$ cat src/rtl/ltc1197_spi_master.sv
// SPI master for the LTC1197 10-bit ADC. It generates cs_n and sclk, shifts in
// the null bit and the data word, and offers each sample on a valid/ready handshake.
module ltc1197_spi_master #(
    parameter int CLK_DIV      = 4,
    parameter int CS_HIGH_CLKS = 8,
    parameter int DATA_W       = 10
) (
    input  logic              clk,
    input  logic              reset_b,
    input  logic              start,
    input  logic              adc_dout,
    output logic              cs_n,
    output logic              sclk,
    output logic [DATA_W-1:0] sample,
    output logic              sample_valid,
    input  logic              sample_ready,
    output logic              null_err,
    output logic              overrun,
    output logic              busy
);

    typedef enum logic [1:0] {IDLE, SETUP, SHIFT, HOLD} state_t;

    localparam logic [7:0] DIV_LAST  = 8'(CLK_DIV - 1);
    localparam logic [7:0] HOLD_LAST = 8'(CS_HIGH_CLKS - 1);
    localparam logic [3:0] BIT_LAST  = 4'(DATA_W + 2);

    state_t            state_q, state_d;
    logic [7:0]        div_q, div_d;
    logic [3:0]        bit_q, bit_d;
    logic [7:0]        hold_q, hold_d;
    logic              sclk_q, sclk_d;
    logic              cs_n_q, cs_n_d;
    logic [DATA_W-1:0] shreg_q, shreg_d;
    logic              err_q, err_d;
    logic [DATA_W-1:0] sample_q, sample_d;
    logic              valid_q, valid_d;
    logic              null_err_q, null_err_d;
    logic              overrun_q, overrun_d;
    logic              tick;

    assign tick = (div_q == DIV_LAST);

    always_ff @(posedge clk or negedge reset_b) begin
        if (!reset_b) begin
            state_q    <= IDLE;
            div_q      <= '0;
            bit_q      <= '0;
            hold_q     <= '0;
            sclk_q     <= 1'b1;
            cs_n_q     <= 1'b1;
            shreg_q    <= '0;
            err_q      <= 1'b0;
            sample_q   <= '0;
            valid_q    <= 1'b0;
            null_err_q <= 1'b0;
            overrun_q  <= 1'b0;
        end else begin
            state_q    <= state_d;
            div_q      <= div_d;
            bit_q      <= bit_d;
            hold_q     <= hold_d;
            sclk_q     <= sclk_d;
            cs_n_q     <= cs_n_d;
            shreg_q    <= shreg_d;
            err_q      <= err_d;
            sample_q   <= sample_d;
            valid_q    <= valid_d;
            null_err_q <= null_err_d;
            overrun_q  <= overrun_d;
        end
    end

    always_comb begin
        state_d    = state_q;
        div_d      = div_q;
        bit_d      = bit_q;
        hold_d     = hold_q;
        sclk_d     = sclk_q;
        cs_n_d     = cs_n_q;
        shreg_d    = shreg_q;
        err_d      = err_q;
        sample_d   = sample_q;
        valid_d    = valid_q;
        null_err_d = 1'b0;
        overrun_d  = 1'b0;

        // A consume is applied first so a capture on the same edge wins.
        if (valid_q && sample_ready) valid_d = 1'b0;

        case (state_q)
            IDLE: begin
                div_d  = '0;
                sclk_d = 1'b1;
                cs_n_d = 1'b1;
                if (start) begin
                    state_d = SETUP;
                    cs_n_d  = 1'b0;
                    bit_d   = '0;
                    err_d   = 1'b0;
                end
            end
            SETUP: begin
                div_d = tick ? 8'd0 : div_q + 8'd1;
                if (tick) begin
                    state_d = SHIFT;
                    sclk_d  = 1'b0;
                end
            end
            SHIFT: begin
                div_d = tick ? 8'd0 : div_q + 8'd1;
                if (tick) begin
                    if (!sclk_q) begin
                        // Rising sclk: bit 0 is the acquisition bit, bit 1 the null bit.
                        sclk_d = 1'b1;
                        bit_d  = bit_q + 4'd1;
                        if (bit_q == 4'd1 && adc_dout) err_d = 1'b1;
                        if (bit_q >= 4'd2) shreg_d = {shreg_q[DATA_W-2:0], adc_dout};
                    end else if (bit_q == BIT_LAST) begin
                        state_d    = HOLD;
                        cs_n_d     = 1'b1;
                        hold_d     = '0;
                        sample_d   = shreg_q;
                        valid_d    = 1'b1;
                        null_err_d = err_q;
                        overrun_d  = valid_q && !sample_ready;
                    end else begin
                        sclk_d = 1'b0;
                    end
                end
            end
            HOLD: begin
                if (hold_q == HOLD_LAST) begin
                    state_d = IDLE;
                    hold_d  = '0;
                end else begin
                    hold_d = hold_q + 8'd1;
                end
            end
            default: state_d = IDLE;
        endcase
    end

    assign cs_n         = cs_n_q;
    assign sclk         = sclk_q;
    assign sample       = sample_q;
    assign sample_valid = valid_q;
    assign null_err     = null_err_q;
    assign overrun      = overrun_q;
    assign busy         = (state_q != IDLE);

endmodule

$ cat config.mk
export PLATFORM = sky130hd
export DESIGN_NAME = ltc1197_spi_master
export DESIGN_NICKNAME = d
export VERILOG_FILES = /design/src/rtl/ltc1197_spi_master.sv
export SDC_FILE = /design/constraint.sdc
export NUM_CORES = 1
export LEC_CHECK = 0
export CAP_MARGIN = 20
export CORE_ASPECT_RATIO = 1.75
export CORE_MARGIN = 2
export CORE_UTILIZATION = 62
export DETAILED_ROUTE_END_ITERATION = 6
export PLACE_DENSITY = 0.86
export SYNTH_ARGS = -nofsm -noshare
export SYNTH_HDL_FRONTEND = slang
export SYNTH_SLANG_ARGS = --single-unit
$ cat constraint.sdc
create_clock -name clk -period 6.4 [get_ports clk]
set_input_delay 1.6 -clock clk [delete_from_list [all_inputs] [get_ports clk]]
set_output_delay 1.6 -clock clk [all_outputs]
set_load 0.01 [all_outputs]
==> flow_metrics.py, run 1 <==
metrics = {
    "final_layout": {
        "layout_commonest_cell": "dfrtp_1",
        "drive_gt1_share_pct": 19.17,
        "final_cell_mix": "dfrtp_1, mux2_2, nor2_1, clkdlybuf4s50_1, ha_1",
        "fin_cells": 288,
        "area_growth_pct": 13.80,
        "design_area_mm2": 0.002816,
        "final_util_pct": 72.85,
        "antenna_cells": 0,
        "nFillCells": 281,
        "register_area_mm2": 0.001204,
        "nNetsFinal": 256,
        "multi_input_area_mm2": 0.001207,
    },
    "critical_path": {
        "arrival_ns": 1.83,
        "crit_required_ns": 4.80,
        "cp_slowest_cell": "clkdlybuf4s50_1",
        "worstReg2RegStart": "state_q[0]",
        "cp_max_fo": 7,
        "cp.buffers_inverters": 3,
        "path_cells": "inv_1, ha_1, inv_1, clkdlybuf4s50_1",
        "endpoint_kind": "primary output",
        "r2r_cells": 5,
        "crit_family": "buffers and inverters",
        "r2r-end": "shreg_q[3]",
        "r2r_slack_ns": 3.64,
        "path_class": "register to primary output",
        "start_kind": "register",
        "max_stage_delay_ns": 0.56,
        "path_common_cell": "inv_1",
    },
    "job": {
        "maxCapViolations": 0,
    },
    "timing": {
        "slew_headroom_pct": 38.44,
        "worst_pin_slew_ns": 0.9115,
        "fmax_ghz": 0.2917,
        "min_period_ns": 3.428,
        "rsz0062_at_grt": "no",
        "hold_viol": 0,
        "maxSlewViolCount": 0,
        "clock_skew_ns": 0.008142,
        "setup_viol": 0,
        "fin_crit_sh_pct": 53.57,
        "finalSetupTns_ns": 0,
    },
    "place": {
        "portBuffers": 20,
        "dp_cells": 279,
        "gp_congestion": 0.8300,
        "postPlaceCellArea_mm2": 0.002708,
        "dp_hpwl_um": 3451,
    },
    "logic_synthesis": {
        "synth_edf_count": 0,
        "avgSynthCellArea_um2": 11.40,
        "syn_area_mm2": 0.002475,
        "synth_fp_nets": 234,
        "seq_area_frac_synth_pct": 48.63,
        "async_reset_ff_share_pct": 100.0,
        "yosysUniqueCellTypes": 52,
        "synth_flop_cell": "dfrtp_1",
        "synth_seq_cells": 48,
        "synth_cells": 217,
        "yosysWarnings": 0,
    },
    "floorplanning": {
        "initial_core_util_pct": 64.01,
        "die-area_mm2": 0.004533,
        "rows": 30,
        "die_h_um": 87.58,
        "fp.dieW_um": 51.76,
        "core_mm2": 0.003866,
        "ioPinCount": 21,
    },
    "cts": {
        "cts_resized": 0,
        "numClockSinks": 48,
        "hold_buffers": 0,
        "cts_setup_buffers": 0,
        "cts-root-buf": "clkbuf_8",
        "cts_tree": "yes",
        "numCtsBuffers": 5,
        "clock_latency_ns": 0.30,
        "htreeDepth": 2,
        "clock_path_buffers": 2,
        "clk_pin_slew_worst_paths_ns": 0.08,
    },
    "power": {
        "switching_share_pct": 37.25,
        "p_per_area_mw_per_mm2": 314.0,
        "power_frac_comb_pct": 36.7,
        "p_int_uw": 554.9,
        "worst_ir_drop_vdd_uv": 225.2,
        "p_seq_share_pct": 43.0,
        "p_sw_uw": 329.5,
        "power_leakage_nw": 1.289,
        "clkPwrFrac_pct": 20.2,
    },
    "hold_path": {
        "worst_hold_path_type": "register to register",
        "hold_path_end": "cs_n",
        "hp-start": "cs_n",
        "hold-path-cell-count": 2,
    },
    "global_route": {
        "track_usage_pct": 24.08,
        "grt_max_degree": 49,
        "antenna_found_initial": 0,
        "grt_pass1_wl_um": 8045,
        "first_global_vias": 1721,
        "grt_overflow": 0,
    },
    "detailed_routing": {
        "ant_nets": 0,
        "routed_wl_um": 4741,
        "num_vias": 1760,
        "routedWlPerCell_um": 16.46,
        "drt-initial-drc-count": 44,
        "firstDrtPassIters": 4,
        "post-route-drc-count": 0,
        "via_per_inst": 6.111,
    },
    "outcome": {
        "status": "complete, no violations",
    },
}
==> power groups by stage <==
stage	clock network [mW]	logic [mW]	registers, mW
final	0.179	0.325	0.380
after global routing	0.195	0.359	0.387
after CTS	0.183	0.323	0.381
after detailed placement	0	0.320	0.387
after global placement	0	0.311	0.384
after floorplan	0	0.242	0.375
==> sequential cells by signal (all words and copies together) (netlist names), 2 cells and up <==
name     count
bit_q        4
hold_q       8
shreg_q     10
sample      10
state_q      2
div_q        8
==> metrics by stage <==
stage | setup slack [ns] | power [mW] | hold WS [ns]
detailed placement | 3.256 | 0.7075 | 0.4895
finish | 2.972 | 0.8843 | 0.5001
CTS | 2.969 | 0.8873 | 0.5020
global placement | 3.271 | 0.6951 | 0.4820
global route | 2.868 | 0.9405 | 0.5314
floorplan | 3.702 | 0.6172 | 0.4761
==> layout make-up <==
type,instances,area share (%)
Clock buffer,6,2.577
Clock inverter,2,0.5775
Inverter,11,1.466
Multi-Input combinational cell,152,42.87
Sequential cell,48,42.74
Tap cell,48,2.132
Timing Repair Buffer,21,7.641
==> worst min-delay path, cell delays in order (launching register included) <==
cell and delay (ns):
dfstp_2 0.38, inv_1 0.04, a22oi_1 0.07
==> per-layer routing <==
metal | wire (µm) | GRT usage [%] | up-vias | share of wire (%)
met4 | 141 | 11.00 | 0 | 3.0
met1 | 1898 | 27.28 | 873 | 40
met5 | 0 | 0 | - | 0
met3 | 160 | 4.608 | 14 | 3.4
li1 | - | - | 831 | -
met2 | 2540 | 42.89 | 42 | 54
==> Yosys cell counts (3+ instances only) <==
| cell | instances | area (µm²) |
|---|---|---|
| nand4_1 | 3 | 18.77 |
| nand2_1 | 11 | 41.29 |
| ha_1 | 12 | 150.1 |
| nor2_1 | 19 | 71.32 |
| dfrtp_1 | 46 | 1151 |
| mux2_2 | 21 | 236.5 |
| inv_1 | 11 | 41.29 |
| nor3_1 | 4 | 20.02 |
| a21oi_1 | 7 | 35.03 |
| xor2_1 | 5 | 43.79 |
| o21ai_0 | 7 | 35.03 |
| nand3_1 | 9 | 45.04 |
| o21a_1 | 3 | 22.52 |
| clkbuf_1 | 6 | 22.52 |
| nor2b_1 | 3 | 18.77 |
| nand2b_1 | 4 | 25.02 |
==> cells by family (layout without fill, tap and decap cells) <==
family	Yosys count	count (layout)	share of synthesized area, %
and+or+nand+nor	70	70	15.98
adders and majority gates	12	12	6.067
AOI/OAI and AO/OA	40	40	13.65
buffers and inverters	17	40	2.578
muxes	24	24	10.97
DFF	48	48	48.63
xor gates and xnor gates	6	6	2.123
==> worst max-delay path by stage <==
| stage | start | to | slack (ns) | cells after the start |
|---|---|---|---|---|
| detailed placement | start | state_q[1] | 3.26 | 4 |
| global placement | start | state_q[1] | 3.27 | 4 |
| finish | state_q[1] | busy | 2.97 | 4 |
| CTS | state_q[0] | busy | 2.97 | 4 |
| global route | state_q[0] | busy | 2.87 | 4 |
| floorplan | start | state_q[1] | 3.70 | 4 |
(Power assumes the default switching activity.)
==> run 2: changes to the inputs <==
--- a/config.mk
+++ b/config.mk
@@ -8,9 +8,9 @@
 export CAP_MARGIN = 20
 export CORE_ASPECT_RATIO = 1.75
 export CORE_MARGIN = 2
-export CORE_UTILIZATION = 62
+export CORE_UTILIZATION = 52
 export DETAILED_ROUTE_END_ITERATION = 6
-export PLACE_DENSITY = 0.86
+export PLACE_DENSITY = 0.77
 export SYNTH_ARGS = -nofsm -noshare
 export SYNTH_HDL_FRONTEND = slang
 export SYNTH_SLANG_ARGS = --single-unit
==> constraint.sdc (replaced) <==
create_clock -name clk -period 3 [get_ports clk]
set_input_delay 0.75 -clock clk [delete_from_list [all_inputs] [get_ports clk]]
set_output_delay 0.75 -clock clk [all_outputs]
set_load 0.01 [all_outputs]
==> run 2 against run 1 <==
Power increased by 130%. Sequential power is 110% higher. Worst hold slack improved by 0.0018 ns. Core utilization decreased by 11 points. Via count shrank 0.91%. Die area is 18% higher. First-iteration DRC count up 45%. Global-route usage is 3.9 points lower. Critical path depth did not move. Register-to-register slack lost 3.0 ns. Non-clock buffer count rose by 2. Clock skew is 0.0054 ns lower. Critical path type unchanged.
==> flow_metrics.py, run 2 (same netlist as run 1, synthesis figures left out) <==
metrics = {
    "hold_path": {
        "hold-path-cell-count": 2,
        "hold_path_end": "cs_n",
        "hp-start": "cs_n",
        "worst_hold_path_type": "register to register",
    },
    "floorplanning": {
        "rows": 33,
        "ioPinCount": 21,
        "initial_core_util_pct": 53.52,
        "fp.dieW_um": 56.15,
        "die_h_um": 95.27,
        "die-area_mm2": 0.005349,
        "core_mm2": 0.004624,
    },
    "final_layout": {
        "nNetsFinal": 258,
        "antenna_cells": 0,
        "final_util_pct": 61.72,
        "drive_gt1_share_pct": 20.25,
        "area_growth_pct": 15.32,
        "layout_commonest_cell": "dfrtp_1",
        "final_cell_mix": "dfrtp_1, mux2_2, nor2_1, clkdlybuf4s50_1, ha_1",
    },
    "cts": {
        "numClockSinks": 48,
        "clk_pin_slew_worst_paths_ns": 0.09,
        "cts_setup_buffers": 0,
        "clock_path_buffers": 2,
        "htreeDepth": 2,
        "clock_latency_ns": 0.30,
        "hold_buffers": 0,
        "cts_resized": 0,
        "cts-root-buf": "clkbuf_8",
        "cts_tree": "yes",
        "numCtsBuffers": 5,
    },
    "power": {
        "p_per_area_mw_per_mm2": 701.1,
        "p_seq_share_pct": 40.5,
        "worst_ir_drop_vdd_uv": 451.3,
        "fin_total_pwr_mw": 2.001,
        "power_frac_comb_pct": 35.1,
        "switching_share_pct": 35.81,
        "power_leakage_nw": 1.313,
        "p_int_mw": 1.284,
        "p_sw_uw": 716.5,
        "clkPwrFrac_pct": 24.4,
    },
    "detailed_routing": {
        "drt-initial-drc-count": 64,
        "ant_nets": 0,
        "num_vias": 1744,
        "routedWlPerCell_um": 16.47,
        "post-route-drc-count": 0,
        "firstDrtPassIters": 4,
        "routed_wl_um": 4842,
        "via_per_inst": 5.932,
    },
    "global_route": {
        "grt_overflow": 0,
        "antenna_found_initial": 0,
        "grt_pass1_wl_um": 8397,
        "first_global_vias": 1821,
        "track_usage_pct": 20.20,
        "grt_max_degree": 49,
    },
    "critical_path": {
        "start_kind": "register",
        "path_class": "register to primary output",
        "r2r_slack_ns": 0.67,
        "r2r-end": "shreg_q[6]",
        "worstReg2RegStart": "div_q[0]",
        "cp_max_fo": 7,
        "endpoint_kind": "primary output",
        "crit_required_ns": 2.25,
        "r2r_cells": 5,
        "arrival_ns": 1.93,
    },
    "place": {
        "dp_hpwl_um": 3573,
        "portBuffers": 20,
        "gp_congestion": 0.7987,
    },
    "timing": {
        "holdWs_ns": 0.5019,
        "hold_viol": 0,
        "rsz0062_at_grt": "no",
        "fmax_ghz": 0.3738,
        "clock_skew_ns": 0.002761,
        "min_period_ns": 2.675,
        "maxSlewViolCount": 0,
        "finalSetupTns_ns": 0,
        "setup_viol": 0,
        "fin_crit_sh_pct": 89.18,
        "worst_pin_slew_ns": 0.7336,
        "slew_headroom_pct": 51.09,
    },
    "outcome": {
        "status": "complete, no violations",
    },
    "job": {
        "maxCapViolations": 0,
    },
}
==> run 2: power by group through the flow <==
stage / logic [mW] / clock network, mW / registers, mW
after global placement: 0.689 / 0 / 0.818
after CTS: 0.706 / 0.503 / 0.809
after global routing: 0.780 / 0.525 / 0.824
final: 0.703 / 0.487 / 0.811
after detailed placement: 0.702 / 0 / 0.821
after floorplan: 0.517 / 0 / 0.800
==> run 2: cell type report <==
cell class              count  area (µm²)
multi-input cells         152        1207
well taps                  52       65.06
inverters                  11       41.29
fillers                   362        1770
clock inverters             3       50.05
flip-flops and latches     48        1204
repair buffers             23       217.7
clock buffers               5       68.82
==> run 2: worst max-delay path by stage <==
stage | start | end | slack [ns]
floorplan | hold_q[3] | state_q[1] | 0.92
global placement | start | state_q[1] | 0.67
detailed placement | div_q[0] | shreg_q[6] | 0.67
CTS | state_q[0] | busy | 0.33
global route | state_q[0] | busy | 0.27
finish | state_q[0] | busy | 0.32
==> run 2: through the flow <==
step / instance area, µm² / instances / worst slack (ns)
3_3_place_gp: 2735 / 286 / 0.6720
2_1_floorplan: 2475 / 217 / 0.9224
4_1_cts: 2854 / 294 / 0.3328
6_report: 2854 / 294 / 0.3246
5_1_grt: 2854 / 294 / 0.2695
3_5_place_dp: 2735 / 286 / 0.6748
==> run 2: worst max-delay path, cell delays in order (launching register included) <==
cell	delay, ns
dfrtp_1	0.44
inv_1	0.12
ha_1	0.32
inv_1	0.19
clkdlybuf4s50_1	0.56
==> run 2: layer usage <==
| layer | wire, µm | up-vias | track usage (%) | share of wire [%] |
|---|---|---|---|---|
| met3 | 153 | 8 | 4.206 | 3.2 |
| met4 | 102 | 0 | 9.722 | 2.1 |
| met2 | 2626 | 26 | 35.78 | 54 |
| met1 | 1960 | 874 | 22.99 | 40 |
| met5 | 0 | - | 0 | 0 |
| li1 | - | 836 | - | - |
==> run 3: changes to the inputs <==
--- a/config.mk
+++ b/config.mk
@@ -7,7 +7,6 @@
 export LEC_CHECK = 0
 export CAP_MARGIN = 20
 export CORE_ASPECT_RATIO = 1.75
-export CORE_MARGIN = 2
 export CORE_UTILIZATION = 52
 export DETAILED_ROUTE_END_ITERATION = 6
 export PLACE_DENSITY = 0.77
==> run 3 against run 2 <==
Clock-buffer cell count grew 1. Non-clock buffer count stayed put. Sequential power barely moved. Critical endpoint unchanged. Maximum frequency is 2.5% higher. Flip-flop and latch count is the same. Via count is 1.2% lower. Critical path depth unchanged. Final cell count down 0.34%. Core utilization is 2.0 points higher.
==> flow_metrics.py, run 3 (same netlist as run 1, synthesis figures left out) <==
metrics = {
    "global_route": {
        "grt_overflow": 0,
        "grt_pass1_wl_um": 8045,
        "antenna_found_initial": 0,
        "grt_max_degree": 30,
        "track_usage_pct": 21.85,
        "first_global_vias": 1713,
    },
    "timing": {
        "min_period_ns": 2.611,
        "clock_skew_ns": 0.004619,
        "fin_crit_sh_pct": 87.02,
        "rsz0062_at_grt": "no",
        "finalSetupTns_ns": 0,
        "setup_viol": 0,
        "hold_viol": 0,
        "setup_slack_ns": 0.3893,
        "fmax_ghz": 0.3830,
        "worst_pin_slew_ns": 0.7379,
        "slew_headroom_pct": 50.81,
        "maxSlewViolCount": 0,
    },
    "outcome": {
        "status": "complete, no violations",
    },
    "cts": {
        "clock_latency_ns": 0.30,
        "cts_setup_buffers": 0,
        "cts_tree": "yes",
        "hold_buffers": 0,
        "cts_resized": 0,
        "cts-root-buf": "clkbuf_8",
        "clock_path_buffers": 2,
        "numClockSinks": 48,
        "numCtsBuffers": 5,
        "clk_pin_slew_worst_paths_ns": 0.09,
        "htreeDepth": 2,
    },
    "floorplanning": {
        "die_h_um": 93.27,
        "ioPinCount": 21,
        "initial_core_util_pct": 55.19,
        "rows": 32,
        "core_mm2": 0.004484,
        "die-area_mm2": 0.005050,
        "fp.dieW_um": 54.15,
    },
    "power": {
        "p_per_area_mw_per_mm2": 699.0,
        "p_seq_share_pct": 40.6,
        "clkPwrFrac_pct": 24.6,
        "worst_ir_drop_vdd_uv": 553.1,
        "p_sw_uw": 697.7,
        "power_leakage_nw": 1.314,
        "power_frac_comb_pct": 34.7,
        "p_int_mw": 1.298,
        "switching_share_pct": 34.96,
    },
    "critical_path": {
        "cp_max_fo": 7,
        "path_class": "register to primary output",
        "start_kind": "register",
        "crit_required_ns": 2.25,
        "endpoint_kind": "primary output",
        "arrival_ns": 1.86,
    },
    "place": {
        "dp_hpwl_um": 3512,
        "portBuffers": 20,
        "preCtsSetupSlack_ns": 0.6554,
        "dp_cells": 285,
        "gp_congestion": 0.8191,
    },
    "final_layout": {
        "final_cell_mix": "dfrtp_1, mux2_2, nor2_1, clkdlybuf4s50_1, ha_1",
        "nFillCells": 354,
        "area_growth_pct": 15.37,
        "fin_cells": 293,
        "nNetsFinal": 258,
        "antenna_cells": 0,
        "layout_commonest_cell": "dfrtp_1",
        "drive_gt1_share_pct": 20.25,
    },
    "detailed_routing": {
        "ant_nets": 0,
        "via_per_inst": 5.881,
        "routedWlPerCell_um": 16.17,
        "drt-initial-drc-count": 28,
        "post-route-drc-count": 0,
        "num_vias": 1723,
        "routed_wl_um": 4737,
        "firstDrtPassIters": 4,
    },
    "job": {
        "maxCapViolations": 0,
    },
    "hold_path": {
        "worst_hold_path_type": "input pin to async pin",
    },
}
[run 3: path summary, 6_finish.rpt]
check | from | to | slack (ns) | cells after the start
hold / removal | reset_b | bit_q[0] | 0.38 | 1
setup / recovery | state_q[0] | busy | 0.39 | 4
hold reg to reg | cs_n | cs_n | 0.50 | 2
setup reg to reg | div_q[0] | shreg_q[9] | 0.65 | 5
min in group clk | cs_n | cs_n | 0.50 | 2
max in group asynchronous | reset_b | sclk | 1.86 | 2
[run 3: final cells by class]
| class | instances | area, µm² | share of cell area [%] |
|---|---|---|---|
| flip-flops and latches | 48 | 1204 | 42.16 |
| clock inverters | 2 | 38.79 | 1.358 |
| repair buffers | 23 | 217.7 | 7.625 |
| multi-input cells | 152 | 1207 | 42.29 |
| inverters | 11 | 41.29 | 1.446 |
| clock buffers | 6 | 82.58 | 2.892 |
| well taps | 51 | 63.81 | 2.235 |
[run 3: worst max-delay path: stages (launching register included)]
cell	delay, ns
dfrtp_1	0.42
inv_1	0.11
ha_1	0.31
inv_1	0.17
clkdlybuf4s50_1	0.56
[run 3: metal layers]
metal	GRT usage, %	part of all wire (%)
met1	25.38	42
met2	37.50	54
met3	5.203	2.4
met4	7.479	2.1
met5	0	0
[run 3: power groups by stage]
stage               clock network, mW  registers (mW)  logic [mW]
finish                          0.492           0.811       0.693
global route                    0.526           0.823       0.762
CTS                             0.501           0.808       0.700
detailed placement                  0           0.820       0.695
global placement                    0           0.818       0.683
floorplan                           0           0.800       0.517
[run 3: stage by stage]
stage          power, mW  instance area (µm²)  hold slack [ns]  utilization, %
2_1_floorplan      1.317                 2475           0.4544               -
3_3_place_gp       1.500                 2734           0.4867           60.97
3_5_place_dp       1.516                 2734           0.4903           60.97
4_1_cts            2.009                 2855           0.3873           63.67
5_1_grt            2.112                 2855           0.4010           63.67
6_report           1.996                 2855           0.3755           63.67
==> patch (settings of run 2) <==
Put one more register stage on the output `overrun`, cleared by the reset. The value now appears one clock later. The other outputs are not delayed to match.
--- a/src/rtl/ltc1197_spi_master.sv
+++ b/src/rtl/ltc1197_spi_master.sv
@@ -146,7 +146,13 @@
     assign sample       = sample_q;
     assign sample_valid = valid_q;
     assign null_err     = null_err_q;
-    assign overrun      = overrun_q;
+    always_ff @(posedge clk or negedge reset_b) begin
+        if (!reset_b) begin
+            overrun <= '0;
+        end else begin
+            overrun <= overrun_q;
+        end
+    end
     assign busy         = (state_q != IDLE);
 
 endmodule
Check against the original RTL: same outputs for any inputs over 10 cycles, from zero or initial values and one cycle with reset_b low; that may be too few to reach the edited logic, so the function may still have changed.
==> patch against run 2 <==
Clock power fell by 14%. Wire length shrank 1.9%. Power decreased by 0.88%. Non-clock buffer count rose by 2. Clock skew rose by 0.0020 ns. Sequential share of layout area grew 0.63 points. Register-to-register slack got worse by 0.06 ns. Setup slack better by 0.077 ns. Sequential cell count is 1 higher. Cell area grew 0.57%. Synthesized area up 0.76%. Combinational power is 3.7% higher. Largest cell class is now sequential cells.
==> patch: results (changes against run 2) <==
INFO  metric ir_worst_vdd = 0.485 mV (+7.4%)
INFO  metric gpl.final_weighted_congestion = 0.882 (+10%)
INFO  metric antenna_diode_count = 0 (unchanged)
INFO  metric h-tree-depth = 2 (unchanged)
INFO  metric synthFlopType = sky130_fd_sc_hd__dfrtp_1
INFO  metric synth.area.top_cells = sky130_fd_sc_hd__dfrtp_1 47%, sky130_fd_sc_hd__mux2_2 9.5%, sky130_fd_sc_hd__ha_1 6.0%, sky130_fd_sc_hd__nand3_1 2.6%, sky130_fd_sc_hd__o21ai_0 2.4%
INFO  metric finalWirelength = 4.75 mm (-1.9%)
INFO  metric path_max_fanout = 8 (+1)
INFO  metric cts-buffers-inserted = 5 (unchanged)
INFO  metric hold_path_class = in2async
INFO  metric crit_path_top_delay_cell = sky130_fd_sc_hd__clkdlybuf4s50_1
INFO  metric drcViolationCount = 0 (unchanged)
INFO  metric grt_start_max_net_pins = 23 (-53%)
INFO  metric buffer_ports.inserted = 20 (unchanged)
INFO  metric cts-root-buf = sky130_fd_sc_hd__clkbuf_8
INFO  metric clockBufferDepth = 2 (unchanged)
INFO  metric synth_nets = 238 (+1.7%)
INFO  metric critPathArrivalTime = 1.85 ns (-0.08 ns)
INFO  metric number_of_cells_on_the_worst_reg_to_reg_path = 5 (unchanged)
INFO  metric finalSetupTns = 0 ns (unchanged)
INFO  metric postSynth.asyncResetShare = 1.00 (unchanged)
INFO  metric grt.total_usage = 0.198 (-0.00362)
INFO  metric ys_seq_area_frac = 0.493 (+0.00637)
INFO  metric post_synth_num_cell_types = 49 (-5.8%)
INFO  metric dr.first_iter.drc_count = 28 (-56%)
INFO  metric post-cts-setup-buffer-count = 0 (unchanged)
INFO  metric post-dp-hpwl = 3.50 mm (-2.1%)
INFO  metric firstDrtPassIters = 4 (unchanged)
INFO  metric cts.clk_slew.worst_paths = 0.10 ns
INFO  metric critical_path.max_stage_delay = 0.50 ns (-0.06 ns)
INFO  metric netlist_top_cells_count = 47 x sky130_fd_sc_hd__dfrtp_1, 21 x sky130_fd_sc_hd__mux2_2, 16 x sky130_fd_sc_hd__nor2_1, 13 x sky130_fd_sc_hd__nand3_1
INFO  metric fill_cells = 385 (+6.4%)
INFO  metric antenna_violations_before_repair = 0 (unchanged)
INFO  metric finalNetCount = 265 (+2.7%)
INFO  metric outcome = finished, final reports clean
INFO  metric die_area = 5390 um^2 (+0.71%)
INFO  metric power.leakage = 1.31 nW (-0.54%)
INFO  metric vias = 1819 (+4.3%)
INFO  metric clock-skew-final = 0.00476 ns (+0.00199 ns)
INFO  metric post_cts_resize_count = 0 (unchanged)
INFO  metric grt_pass1_wl = 8.33 mm (-0.82%)
INFO  metric yosys_warnings = 0 (unchanged)
INFO  metric layout-drive-gt1-share = 0.189 (-0.0137)
INFO  metric max-slew-margin-rel = 0.570 (+0.0592)
INFO  metric worstSkewPairLatency = 0.31 ns
-- patch: critical path: cells and delay by family (launching register included) --
family / cells / cell delay (ns)
adders and majority gates: 1 / 0.35
DFF: 1 / 0.44
buffers and inverters: 3 / 0.76
-- patch: stage by stage --
step            util  setup slack, ns  hold slack [ns]  cells  instance area, um^2
3_3_place_gp   0.594            0.689            0.341    293                 2770
3_5_place_dp   0.594            0.612            0.349    293                 2770
5_1_grt        0.615            0.287            0.283    301                 2870
6_report       0.615            0.402            0.282    301                 2870
2_1_floorplan      -            0.817            0.331    221                 2490
4_1_cts        0.615            0.400            0.280    301                 2870
-- patch: worst paths after layout --
path	from	endpoint	slack, ns
worst min register to register	overrun_q$_DFF_PN0_	overrun$_DFF_PN0_	0.37
worst max-delay path	state_q[1]$_DFFE_PN0P_	busy	0.40
max in group asynchronous	reset_b	cs_n$_DFFE_PN1P_	2.16
worst max register to register	div_q[0]$_DFFE_PN0P_	shreg_q[9]$_DFFE_PN0P_	0.61
worst min-delay path	reset_b	bit_q[2]$_DFFE_PN0P_	0.28
min in group clk	overrun_q$_DFF_PN0_	overrun$_DFF_PN0_	0.37
-- patch: where the power goes --
| group | switching, mW | total [mW] | internal [mW] |
|---|---|---|---|
| sequential | 0.0999 | 0.838 | 0.738 |
| combinational | 0.433 | 0.729 | 0.296 |
| clock | 0.240 | 0.417 | 0.176 |
-- patch: final cells by class --
class                      instances  area, um^2  share of cell area
multi-input combinational        156        1200               0.420
timing repair buffer              25         233              0.0811
inverter                          11        41.3              0.0144
tap                               52        65.1              0.0227
clock inverter                     3        28.8              0.0100
sequential                        49        1230               0.428
clock buffer                       5        68.8              0.0240
-- patch: metal layers --
layer | share of wire | global-route usage | vias to the layer above
li1 | - | - | 860
met1 | 0.40 | 0.232 | 913
met2 | 0.56 | 0.361 | 42
met3 | 0.035 | 0.0421 | 4
met4 | 0.010 | 0.0615 | 0
met5 | 0 | 0 | -
-- patch: cell families after synthesis --
family | share of synthesized area
AND/OR/NAND/NOR | 0.181
flip-flops | 0.493
buffers and inverters | 0.0241
adder cells (fa/ha/maj) | 0.0602
XOR/XNOR | 0.0211
AO/OA/AOI/OAI | 0.114
multiplexers | 0.107
